<file path="config.mk">
export PLATFORM = sky130hd
export DESIGN_NAME = pll_reset_sequencer
export DESIGN_NICKNAME = d
export VERILOG_FILES = /design/src/rtl/pll_reset_sequencer.sv
export SDC_FILE = /design/constraint.sdc
export NUM_CORES = 1
export LEC_CHECK = 0
export CAP_MARGIN = 5
export CORE_MARGIN = 4
export CORE_UTILIZATION = 58
export DETAILED_ROUTE_END_ITERATION = 8
export PLACE_DENSITY = 0.79
export SETUP_SLACK_MARGIN = 0.1
export SLEW_MARGIN = 20
export SYNTH_ARGS = -nofsm -noshare
export SYNTH_HDL_FRONTEND = slang
export SYNTH_SLANG_ARGS = --single-unit
export TNS_END_PERCENT = 30
</file>
<file path="constraint.sdc">
create_clock -name clk -period 2.98 [get_ports clk]
set_clock_uncertainty 0.05 [all_clocks]
set_input_delay 0.596 -clock clk [delete_from_list [all_inputs] [get_ports clk]]
set_output_delay 0.596 -clock clk [all_outputs]
set_load 0.1 [all_outputs]
</file>
<file path="src/rtl/pll_reset_sequencer.sv">
// pll_reset_sequencer
// Powers up the clock PLL, waits for a stable lock, and holds the system reset
// for the PLL clock domains until the lock has been filtered and a hold time
// has elapsed. Retries on lock timeout and gives up after MAX_RETRIES attempts.
// Runs on the raw board clock, which also feeds the PLL reference input.
//
// state      | meaning
// -----------+---------------------------------------------------------------
// PWRDN      | PLL held powered down for PD_CYCLES
// DIVRST     | PLL powered, output divider held in reset for DIVRST_CYCLES
// WAIT_LOCK  | waiting for synced lock, up to LOCK_TIMEOUT cycles
// FILTER     | lock must stay high for LOCK_FILTER consecutive cycles
// HOLD       | lock good, sys_reset held for RST_HOLD more cycles
// RUN        | clocks usable; two consecutive low lock samples restart
// FAIL       | retries exhausted; PLL parked powered down until reset

module pll_reset_sequencer #(
  parameter int unsigned PD_CYCLES     = 1000,
  parameter int unsigned DIVRST_CYCLES = 16,
  parameter int unsigned LOCK_TIMEOUT  = 50000,
  parameter int unsigned LOCK_FILTER   = 256,
  parameter int unsigned RST_HOLD      = 1024,
  parameter int unsigned MAX_RETRIES   = 7
) (
  input  logic       clk,
  input  logic       reset,
  input  logic       pll_lock,
  output logic       pll_powerdown,
  output logic       pll_divrst,
  output logic       sys_reset,
  output logic       clocks_ok,
  output logic       lock_lost,
  output logic       fail,
  output logic [3:0] retry_count
);

  typedef enum logic [2:0] {
    ST_PWRDN     = 3'd0,
    ST_DIVRST    = 3'd1,
    ST_WAIT_LOCK = 3'd2,
    ST_FILTER    = 3'd3,
    ST_HOLD      = 3'd4,
    ST_RUN       = 3'd5,
    ST_FAIL      = 3'd6
  } state_t;

  // Terminal counts: a state of length N exits on the edge where cnt == N-1.
  localparam logic [15:0] PD_LAST      = 16'(PD_CYCLES - 1);
  localparam logic [15:0] DIVRST_LAST  = 16'(DIVRST_CYCLES - 1);
  localparam logic [15:0] TIMEOUT_LAST = 16'(LOCK_TIMEOUT - 1);
  localparam logic [15:0] FILTER_LAST  = 16'(LOCK_FILTER - 1);
  localparam logic [15:0] HOLD_LAST    = 16'(RST_HOLD - 1);
  localparam logic [3:0]  RETRY_LIMIT  = 4'(MAX_RETRIES);

  state_t      state;
  state_t      nxt_state;
  logic [15:0] cnt;
  logic        lock_m;
  logic        lock_s;
  logic        run_drop;
  logic        nxt_run_drop;
  logic [3:0]  nxt_retry;
  logic        nxt_lost;
  logic [3:0]  retry_inc;

  // Two-flop synchroniser; pll_lock is asynchronous to clk.
  always_ff @(posedge clk) begin
    if (reset) begin
      lock_m <= 1'b0;
      lock_s <= 1'b0;
    end else begin
      lock_m <= pll_lock;
      lock_s <= lock_m;
    end
  end

  assign retry_inc = (retry_count == 4'd15) ? 4'd15 : retry_count + 4'd1;

  // Next-state decision and the bookkeeping that rides on each transition.
  always_comb begin
    nxt_state    = state;
    nxt_retry    = retry_count;
    nxt_lost     = lock_lost;
    nxt_run_drop = 1'b0;
    case (state)
      ST_PWRDN: begin
        if (cnt == PD_LAST) nxt_state = ST_DIVRST;
      end
      ST_DIVRST: begin
        if (cnt == DIVRST_LAST) nxt_state = ST_WAIT_LOCK;
      end
      ST_WAIT_LOCK: begin
        // A lock arriving on the timeout cycle wins over the retry.
        if (lock_s) begin
          nxt_state = ST_FILTER;
        end else if (cnt == TIMEOUT_LAST) begin
          nxt_retry = retry_inc;
          nxt_state = (retry_inc == RETRY_LIMIT) ? ST_FAIL : ST_PWRDN;
        end
      end
      ST_FILTER: begin
        // Losing lock on the last filter cycle still sends us back.
        if (!lock_s) nxt_state = ST_WAIT_LOCK;
        else if (cnt == FILTER_LAST) nxt_state = ST_HOLD;
      end
      ST_HOLD: begin
        if (!lock_s) begin
          nxt_state = ST_WAIT_LOCK;
        end else if (cnt == HOLD_LAST) begin
          nxt_state = ST_RUN;
          nxt_retry = 4'd0;
        end
      end
      ST_RUN: begin
        nxt_retry = 4'd0;
        // A single low sample is tolerated; the second in a row restarts.
        if (!lock_s) begin
          if (run_drop) begin
            nxt_state = ST_PWRDN;
            nxt_lost  = 1'b1;
          end else begin
            nxt_run_drop = 1'b1;
          end
        end
      end
      ST_FAIL: begin
        nxt_state = ST_FAIL;
      end
      default: begin
        nxt_state = ST_PWRDN;
      end
    endcase
  end

  // State, shared counter and outputs, all decoded from the next state so
  // they change on the same edge as the state register.
  always_ff @(posedge clk) begin
    if (reset) begin
      state         <= ST_PWRDN;
      cnt           <= 16'd0;
      run_drop      <= 1'b0;
      retry_count   <= 4'd0;
      lock_lost     <= 1'b0;
      pll_powerdown <= 1'b0;
      pll_divrst    <= 1'b1;
      sys_reset     <= 1'b1;
      clocks_ok     <= 1'b0;
      fail          <= 1'b0;
    end else begin
      state       <= nxt_state;
      run_drop    <= nxt_run_drop;
      retry_count <= nxt_retry;
      lock_lost   <= nxt_lost;
      if (nxt_state != state) begin
        cnt <= 16'd0;
      end else if (cnt != 16'hFFFF) begin
        cnt <= cnt + 16'd1;
      end
      pll_powerdown <= !((nxt_state == ST_PWRDN) || (nxt_state == ST_FAIL));
      pll_divrst    <= (nxt_state == ST_PWRDN) || (nxt_state == ST_DIVRST) ||
                       (nxt_state == ST_FAIL);
      sys_reset     <= (nxt_state != ST_RUN);
      clocks_ok     <= (nxt_state == ST_RUN);
      fail          <= (nxt_state == ST_FAIL);
    end
  end

endmodule

</file>
**Word level (Yosys, flattened, before mapping)**

Cells that the tools add are included.

- Input port bits: 3
- Word-level logic and storage cells: 69
- Bits in registers: 32

- Muxes and demuxes: 19
- $add $sub $neg: 2
- Bitwise logic cells: 2
- Reductions and logical operators: 11
- Eq/ne operators: 23

Operator list:

| operator | count |
|---|---|
| 2-to-1 mux 3 bit | 11 |
| equality test 16 x 10 -> 1 bit, second input constant | 2 |
| case mux 3 bit (7 select lines) | 1 |
| 2-to-1 mux 4 bit | 5 |
| adder 16 x 1 -> 16 bit, second input constant | 1 |
| equality test 16 bit, second input constant | 1 |
| equality test 16 x 4 -> 1 bit, second input constant | 1 |
| equality test 16 x 8 -> 1 bit, second input constant | 1 |
| inequality test 16 bit, second input constant | 1 |
| equality test 3 bit, second input constant | 5 |
| case mux 4 bit (3 select lines) | 1 |
| inequality test 2 bit, second input constant | 4 |
| equality test 3 x 1 -> 1 bit, second input constant | 2 |
| equality test 3 x 2 -> 1 bit, second input constant | 2 |
| zero test 3 bit | 2 |
| AND reduction 5 bit | 1 |
| adder 4 x 1 -> 4 bit, second input constant | 1 |
| equality test 4 x 3 -> 1 bit, second input constant | 1 |
| equality test 4 bit, second input constant | 1 |
| logical OR 1 bit | 3 |
| inequality test 3 bit | 1 |
| inequality test 3 bit, second input constant | 1 |
| AND reduction 3 bit | 1 |
| nonzero test 3 bit | 1 |
| other kinds (5) | 6 |

**Logic depth before layout (Yosys ltp)**

Gate-level depths: netlist (run 1).

- Word-level depth: 10
- Gate-level depth with buffers: 9

**Worst setup path after synthesis (run 1)**

Ideal clock, no wire load.

- Kind: register -> register
- Start: register retry_count[0]
- End: register cnt[0]
- Slack: 109 ps
- Arrival: 2,748 ps
- Required time: 2,857 ps
- Cell stages (with the launch flop): 10
- Setup time: 73 ps
- Path buffers: 2
- Cells stage by stage: dfxtp_1 ha_1 xnor2_1 nand4b_1 o211ai_2 a21oi_1 or3_1 buf_6 buf_12 nor3_2

- Longest elaborated chain between the ends: 9
- Elaborated cells on any way between the ends: 10
- Those cells by class: add/sub (1); eq/ne (3); mux (5); reduce/logical (1)

RTL lines:

| what | line | RTL |
|---|---|---|
| from (decl) | 34 | `output logic [3:0] retry_count` |
| from (signal assigned) | 152 | `retry_count <= nxt_retry;` |
| adder 4 x 1 -> 4 bit or equality test 4 bit (tied branches) | 77 | `assign retry_inc = (retry_count == 4'd15) ? 4'd15 : retry_count + 4'd1;` |
| 2-to-1 mux 4 bit * | 77 |  |
| equality test 4 x 3 -> 1 bit * | 98 | `nxt_state = (retry_inc == RETRY_LIMIT) ? ST_FAIL : ST_PWRDN;` |
| 2-to-1 mux 3 bit * | 98 |  |
| 2-to-1 mux 3 bit * | 96 | `end else if (cnt == TIMEOUT_LAST) begin` |
| 2-to-1 mux 3 bit * | 94 | `if (lock_s) begin` |
| case mux 3 bit (7 select lines) * | 85 | `case (state)` |
| inequality test 3 bit * | 154 | `if (nxt_state != state) begin` |
| OR reduction 2 bit (no source line) * | - |  |
| to (signal assigned) | 157 | `cnt <= cnt + 16'd1;` |
| to (decl) | 57 | `logic [15:0] cnt;` |

Every way passes the cells marked *; elsewhere a longest branch is shown, timed or not.
A chain may end at the register's enable or synchronous reset.

**Worst setup path after layout (run 1)**

- Start: register retry_count[0]
- End: register cnt[2]

The elaborated chain is that of the path after synthesis.

==> metrics.md, run 1 <==
| Metric | Value |
|---|---|
| Hold EP | lock_s |
| Share of layout cells above drive strength 1 | 20.1% |
| Initial DRT Pass Iterations | 4 |
| WL met2 | 1830 µm |
| Status | finished clean |
| Vias per inst | 5.95 |
| CP arrival | 2.60 ns |
| Most common cell after layout, fill and taps aside | dfxtp_1 |
| RR Endpoint | cnt[2] |
| Avg Cell Area, Syn | 8.95 µm² |
| Routed via count | 1565 |
| CTS buffer count | 5 |
| Post-synthesis cell area | 0.00185 mm² |
| Overall Global Routing Usage | 19.5% |
| Initial Util | 60.7% |
| Clock transition at path regs | 0.11 ns |
| Pins Over Slew Limit | 0 |
| WL final | 3760 µm |
| Max Fclk | 419 MHz |
| Clk buf depth | 2 |
| Clock root cell | clkbuf_4 |
| Total negative slack | 0 ns |
| Area Overhead vs Synth | 8.99% |
| Synthesis warning total | 0 |
| Reg-to-reg startpoint | retry_count[0] |
| Crit Path Category | register to register |
| GR Overflow Total | 0 |
| Setup Buffers After CTS | 0 |
| Drt drc | 0 |
| Crit. End Element | register |
| RSZ-0062 raised after global routing | no |
| Post-DRT Antenna Nets | 0 |
| Min-Delay Path Class | register to register |
| Initial DRC Count | 131 |
| Final period util | 80.2% |
| Register area share after synthesis | 34.6% |
| Synth Flop Type | dfxtp_1 |
| Hold buffer count at cts | 0 |
| First-pass GRT wire length | 6440 µm |
| Worst Tran Pin Value | 0.552 ns |
| DIE WIDTH | 64.5 µm |
| Commonest non-fill, non-tap cells in the layout | dfxtp_1 (32), nand2_1 (18), nor2_1 (14) |
| Met1 WL | 1690 µm |
| Leak | 0.727 nW |
| Rel. slew slack | 63.2% |
| Hold Crit Depth | 1 |
| Post-CTS sizing | 0 |
| Tot Pwr | 0.000838 W |
| Buffers on Ports | 12 |
| Final cell count without fillers | 263 |
| Die height | 64.5 µm |
| DP HPWL | 2690 µm |
| Clk sinks | 32 |
| Post-synthesis cell type count | 54 |
| CTS tree | yes |
| Vias in the first global route | 1456 |
| DR WL met3 | 192 µm |
| Final hold vios | 0 |
| Dpl cells | 255 |
| Clock H-tree levels | 2 |
| Largest net degree at the start of global routing | 17 |
| # rows | 20 |
| Finished Core Util | 66.1% |
| Post-synthesis async set-or-reset flop share | 0% |
| Final setup violating endpoints | 0 |
| WL/cell | 14.3 µm |
| Ports | 13 |
| Syn Nets | 212 |
| Top routing layer in use | met4 |
| Worst Path Max Fanout | 16 |
| Worst R2R Setup Slack | 0.59 ns |
| Final min period | 2.39 ns |
| Initial antenna violation count | 0 |
| Post-synth EDFFs | 0 |
| Core footprint | 0.00305 mm² |
| Worst R2R Path Depth | 8 |
| Type of origin of the critical path | register |
| Max Cap Violations | 0 |
| Hold_sp | lock_m |
| CP Data Required Time | 3.19 ns |
| PwrDens | 415 mW/mm² |
| NumNets Final | 223 |
| DIE AREA | 0.00416 mm² |
| Synthesis-stage register bit count | 32 |
| Ant. Diodes | 0 |
| Fillers | 282 |
| Syn Inst Count | 207 |
| Clk_lat worst skew | 0.34 ns |
| Routability congestion estimate | 0.839 |
| IR drop worst, VDD | 0.469 mV |
## logic make-up after synthesis
kind of cell | Yosys count | share of synthesized area (%)
compound gates | 30 | 11.8
xor+xnor | 13 | 6.15
fa+ha+maj | 2 | 1.35
buf+inv | 15 | 5.47
flops | 32 | 34.6
mux | 5 | 2.70
simple gates | 110 | 38.0
## through the flow
| stage | worst slack [ns] | area (µm²) | hold WS (ns) |
|---|---|---|---|
| finish | 0.591 | 2020 | 0.402 |
| detailed placement | 0.623 | 1940 | 0.378 |
| CTS | 0.598 | 2020 | 0.408 |
| floorplan | 0.109 | 1850 | 0.364 |
| global route | 0.423 | 2020 | 0.420 |
| global placement | 0.688 | 1940 | 0.387 |
## critical path, cell delays in order (launching register included)
cell,delay [ns]
dfxtp_1,0.39
ha_1,0.32
nor3b_1,0.23
nand4b_1,0.14
o211ai_2,0.22
a21oi_1,0.09
or3_1,0.38
buf_4,0.22
nor4_2,0.26
## where the power goes
group / leakage [nW] / total (W) / internal [W] / switching [W]
combinational: 0.427 / 0.0000647 / 0.0000221 / 0.0000425
sequential: 0.259 / 0.000444 / 0.000436 / 0.00000841
clock: 0.0412 / 0.000329 / 0.000175 / 0.000155
total: 0.727 / 0.000838 / 0.000633 / 0.000206
## area by class of cell
| type | count | area (µm²) | area share, % |
|---|---|---|---|
| multi-input combinational | 160 | 1110 | 55.0 |
| tap | 44 | 55.1 | 2.73 |
| sequential | 32 | 641 | 31.7 |
| timing repair buffer | 15 | 118 | 5.83 |
| inverter | 4 | 15.0 | 0.744 |
| clock buffer | 5 | 37.5 | 1.86 |
| clock inverter | 3 | 42.5 | 2.11 |
## worst max path at each step
stage / from / depth (start not counted) / end / slack (ns)
after floorplan: retry_count[0] / 9 / cnt[0] / 0.11
after global placement: state[1] / 7 / cnt[2] / 0.69
after detailed placement: retry_count[0] / 8 / cnt[12] / 0.62
after CTS: retry_count[0] / 8 / cnt[12] / 0.60
after global routing: retry_count[0] / 8 / cnt[12] / 0.42
final: retry_count[0] / 8 / cnt[2] / 0.59
## synth_stat cells (3+ instances only)
master / number / area, µm²
xor2_1: 5 / 43.8
buf_2: 5 / 25.0
nor2b_1: 4 / 25.0
mux2i_1: 5 / 50.1
nand2b_1: 5 / 31.3
nor3_2: 10 / 100
nand4_1: 6 / 37.5
and2_1: 3 / 18.8
nor4_2: 3 / 37.5
nand3_1: 9 / 45.0
o21ai_0: 4 / 20.0
a21oi_1: 7 / 35.0
nor3b_1: 7 / 52.6
xnor2_1: 8 / 70.1
nand2_1: 18 / 67.6
inv_1: 4 / 15.0
nor2_1: 14 / 52.6
dfxtp_1: 32 / 641
nor3_1: 7 / 35.0
buf_6: 3 / 33.8
nor4_1: 4 / 25.0
## registers in the layout, summed over array words and instances, names as in the netlist
| register | count |
|---|---|
| fail | 1 |
| state | 3 |
| lock_s | 1 |
| pll_powerdown | 1 |
| lock_m | 1 |
| lock_lost | 1 |
| sys_reset | 1 |
| retry_count | 4 |
| pll_divrst | 1 |
| run_drop | 1 |
| clocks_ok | 1 |
| cnt | 16 |
## per-layer routing
metal / up-vias / global-route usage [%]
met2: 46 / 34.0
met1: 732 / 23.2
met4: 0 / 5.54
met5: - / 0
li1: 781 / -
met3: 6 / 5.89
Note: power is estimated with default switching activity, not from simulation.
==> run 2: changes to the inputs <==
Clock period 2.98 ns to 2.2 ns, I/O delays scaled along.
==> run 2 against run 1 <==
Compared with the run above:
- hold slack improved by 0.0062 ns
- critical endpoint is now cnt[12]
- die area unchanged
- global-route usage grew 2.4 points
- register-to-register slack worse by 0.59 ns
- combinational power grew 81%
- setup slack got worse by 0.59 ns
==> metrics.md, run 2 (same netlist as run 1, synthesis figures left out) <==
| Metric | Value |
|---|---|
| Status | finished clean |
| Max stage delay on crit path | 0.49 ns (+0.10 ns) |
| Commonest non-fill, non-tap cells in the layout | buf_4 (35), dfxtp_1 (23), nand2_1 (17) |
| Worst Path Max Fanout | 16 (unchanged) |
| Storage cell area | 659 µm² (+2.9%) |
| Switch share | 26.3% (+1.8 points) |
| Sw Pwr | 0.000270 W (+31%) |
| Final hold vios | 0 (unchanged) |
| DP HPWL | 2880 µm (+7.2%) |
| Initial DRT Pass Iterations | 5 (+1) |
| Ant. Diodes | 0 (unchanged) |
| Worst Tran Pin Value | 0.364 ns (-0.188 ns) |
| Final setup violating endpoints | 0 (unchanged) |
| Core footprint | 0.00305 mm² (unchanged) |
| NumNets Final | 247 (+11%) |
| Clk_lat worst skew | 0.34 ns (about the same) |
| Reg power frac | 58.6% (+5.6 points) |
| Crit. End Element | register |
| Internal | 0.000756 W (+19%) |
| Hold buffer count at cts | 0 (unchanged) |
| Die height | 64.5 µm (unchanged) |
| Worst R2R Setup Slack | 0.001 ns (-0.59 ns) |
| Clk buf depth | 2 (unchanged) |
| WL/cell | 16.0 µm (+12%) |
| Crit Path Category | register to register |
| Leak | 0.922 nW (+27%) |
| # rows | 20 (unchanged) |
| DIE WIDTH | 64.5 µm (unchanged) |
| Type of origin of the critical path | register |
| Area Overhead vs Synth | 26.7% |
| CP arrival | 2.41 ns (-0.19 ns) |
| Clk sinks | 32 (unchanged) |
| Tot Pwr | 0.00103 W (+22%) |
| Slack of the critical path | 0.00141 ns (-0.590 ns) |
| Hold_sp | lock_m |
| Largest regs | cnt x16, retry_count x4, state x3 |
| Post-DRT Antenna Nets | 0 (unchanged) |
| Crit path buffers/inverters | 1 (unchanged) |
| Largest net degree at the start of global routing | 17 (unchanged) |
| Routability congestion estimate | 0.948 (+13%) |
| WL final | 4580 µm (+22%) |
| Overall Global Routing Usage | 22.0% (+2.4 points) |
| CTS buffer count | 5 (unchanged) |
| Crit path cell chain | and4bb_1 > nand4_1 > o211ai_2 > a21oi_1 > or3_4 > buf_12 > nor4_2 |
| Fillers | 215 (-24%) |
| Final min period | 2.20 ns (-0.190 ns) |
| IR drop worst, VDD | 0.487 mV (+3.9%) |
| Max Cap Violations | 0 (unchanged) |
| Max Fclk | 455 MHz (+8.7%) |
| Total negative slack | 0 ns (unchanged) |
| Initial Util | 60.7% (unchanged) |
| Buffers on Ports | 12 (unchanged) |
| CP Data Required Time | 2.41 ns (-0.78 ns) |
| Min-Delay Path Class | register to register |
| Drt drc | 0 (unchanged) |
| Final period util | 99.9% (+20 points) |
| Worst R2R Path Depth | 7 (-1) |
| Clock H-tree levels | 2 (unchanged) |
| Share of layout cells above drive strength 1 | 37.2% (+17 points) |
| PwrDens | 437 mW/mm² (+5.3%) |
| Pre-CTS setup slack | 0.0164 ns (-0.607 ns) |
| GR Overflow Total | 0 (unchanged) |
| Most common cell after layout, fill and taps aside | buf_4 |
| First-pass GRT wire length | 7200 µm (+12%) |
| Top delay family on crit path | simple AND/OR/NAND/NOR gates |
| DIE AREA | 0.00416 mm² (unchanged) |
| Hold WS | 0.408 ns (+0.00618 ns) |
| Top reg by flops | cnt |
| Finished Core Util | 76.8% (+11 points) |
| Number of flip-flops under the largest register name | 16 (unchanged) |
| Reg-to-reg startpoint | cnt[9] |
| Hold EP | lock_s |
| Hold Crit Depth | 1 (unchanged) |
| Clock transition at path regs | 0.09 ns (-0.02 ns) |
| CTS tree | yes |
| Initial antenna violation count | 0 (unchanged) |
| Vias per inst | 5.93 (-0.34%) |
| Vias in the first global route | 1585 (+8.9%) |
| Routed via count | 1696 (+8.4%) |
| Multi-input logic area | 0.00125 mm² (+12%) |
| Comb power frac | 11.4% (+3.7 points) |
| Pins Over Slew Limit | 0 (unchanged) |
| Clock power frac | 30.0% (-9.3 points) |
| Initial DRC Count | 211 (+61%) |
| RR Endpoint | cnt[12] |
| Rel. slew slack | 75.7% (+13 points) |
| RSZ-0062 raised after global routing | yes |
| Ports | 13 (unchanged) |
| Crit path max-delay cell type | dfxtp_1 |
| Clock root cell | clkbuf_4 |
run 2: changes by cell type in the layout (fill, tap and decap cells not counted), moves of 2 or more:
cell and change:
nor4_1 -3, nor4_4 +3, buf_12 +2, buf_4 +22, dfxtp_4 +3, or2_4 +2
o21ai_0 -2, dfxtp_1 -9, dfxtp_2 +6, ha_4 +2, ha_1 -2, nor3b_1 -2
run 2: power groups by stage:
stage	Combinational [W]	Sequential [W]	Clock, W
final	0.000117	0.000601	0.000307
after detailed placement	0.000101	0.000610	0
after global placement	0.0000985	0.000610	0
after global routing	0.000128	0.000604	0.000355
after floorplan	0.0000641	0.000625	0
after CTS	0.000103	0.000598	0.000306
run 2: per-stage QoR:
stage / instance area, µm² / instances
final: 2350 / 286
after global routing: 2350 / 286
after CTS: 2160 / 275
after detailed placement: 2080 / 267
after global placement: 2080 / 267
after floorplan: 1880 / 207
run 2: worst max path at each step:
stage	slack, ns	end	start	depth (start not counted)
6_report	0.001	cnt[12]	cnt[9]	7
5_1_grt	-0.07	cnt[12]	state[0]	7
4_1_cts	0.07	pll_divrst	cnt[15]	6
3_5_place_dp	0.02	pll_divrst	cnt[15]	6
3_3_place_gp	0.08	pll_divrst	cnt[15]	6
2_1_floorplan	0.001	cnt[0]	retry_count[0]	9
run 2: layer usage:
metal	global-route usage, %	part of all wire, %
met1	26.3	41
met2	36.9	50
met3	7.28	5.7
met4	7.39	3.8
met5	0	0
run 2: worst register-to-register path: stages (launching register included):
cell,delay [ns]
dfxtp_1,0.49
and4bb_1,0.31
nand4_1,0.20
o211ai_2,0.24
a21oi_1,0.10
or3_4,0.35
buf_12,0.17
nor4_2,0.21
run 2: final cells by class:
class	instances	area share, %
Inverter	4	0.640
Clock buffer	6	1.76
Timing Repair Buffer	39	13.8
Tap cell	44	2.35
Multi-Input combinational cell	160	53.2
Sequential cell	32	28.1
Clock inverter	1	0.213
run 2: repair_timing:
item,in CTS,in global routing
pin swaps,3,8
gates resized for setup,8,21
endpoints found under the setup margin,20,25
setup buffers,1,11
cloned,0,0
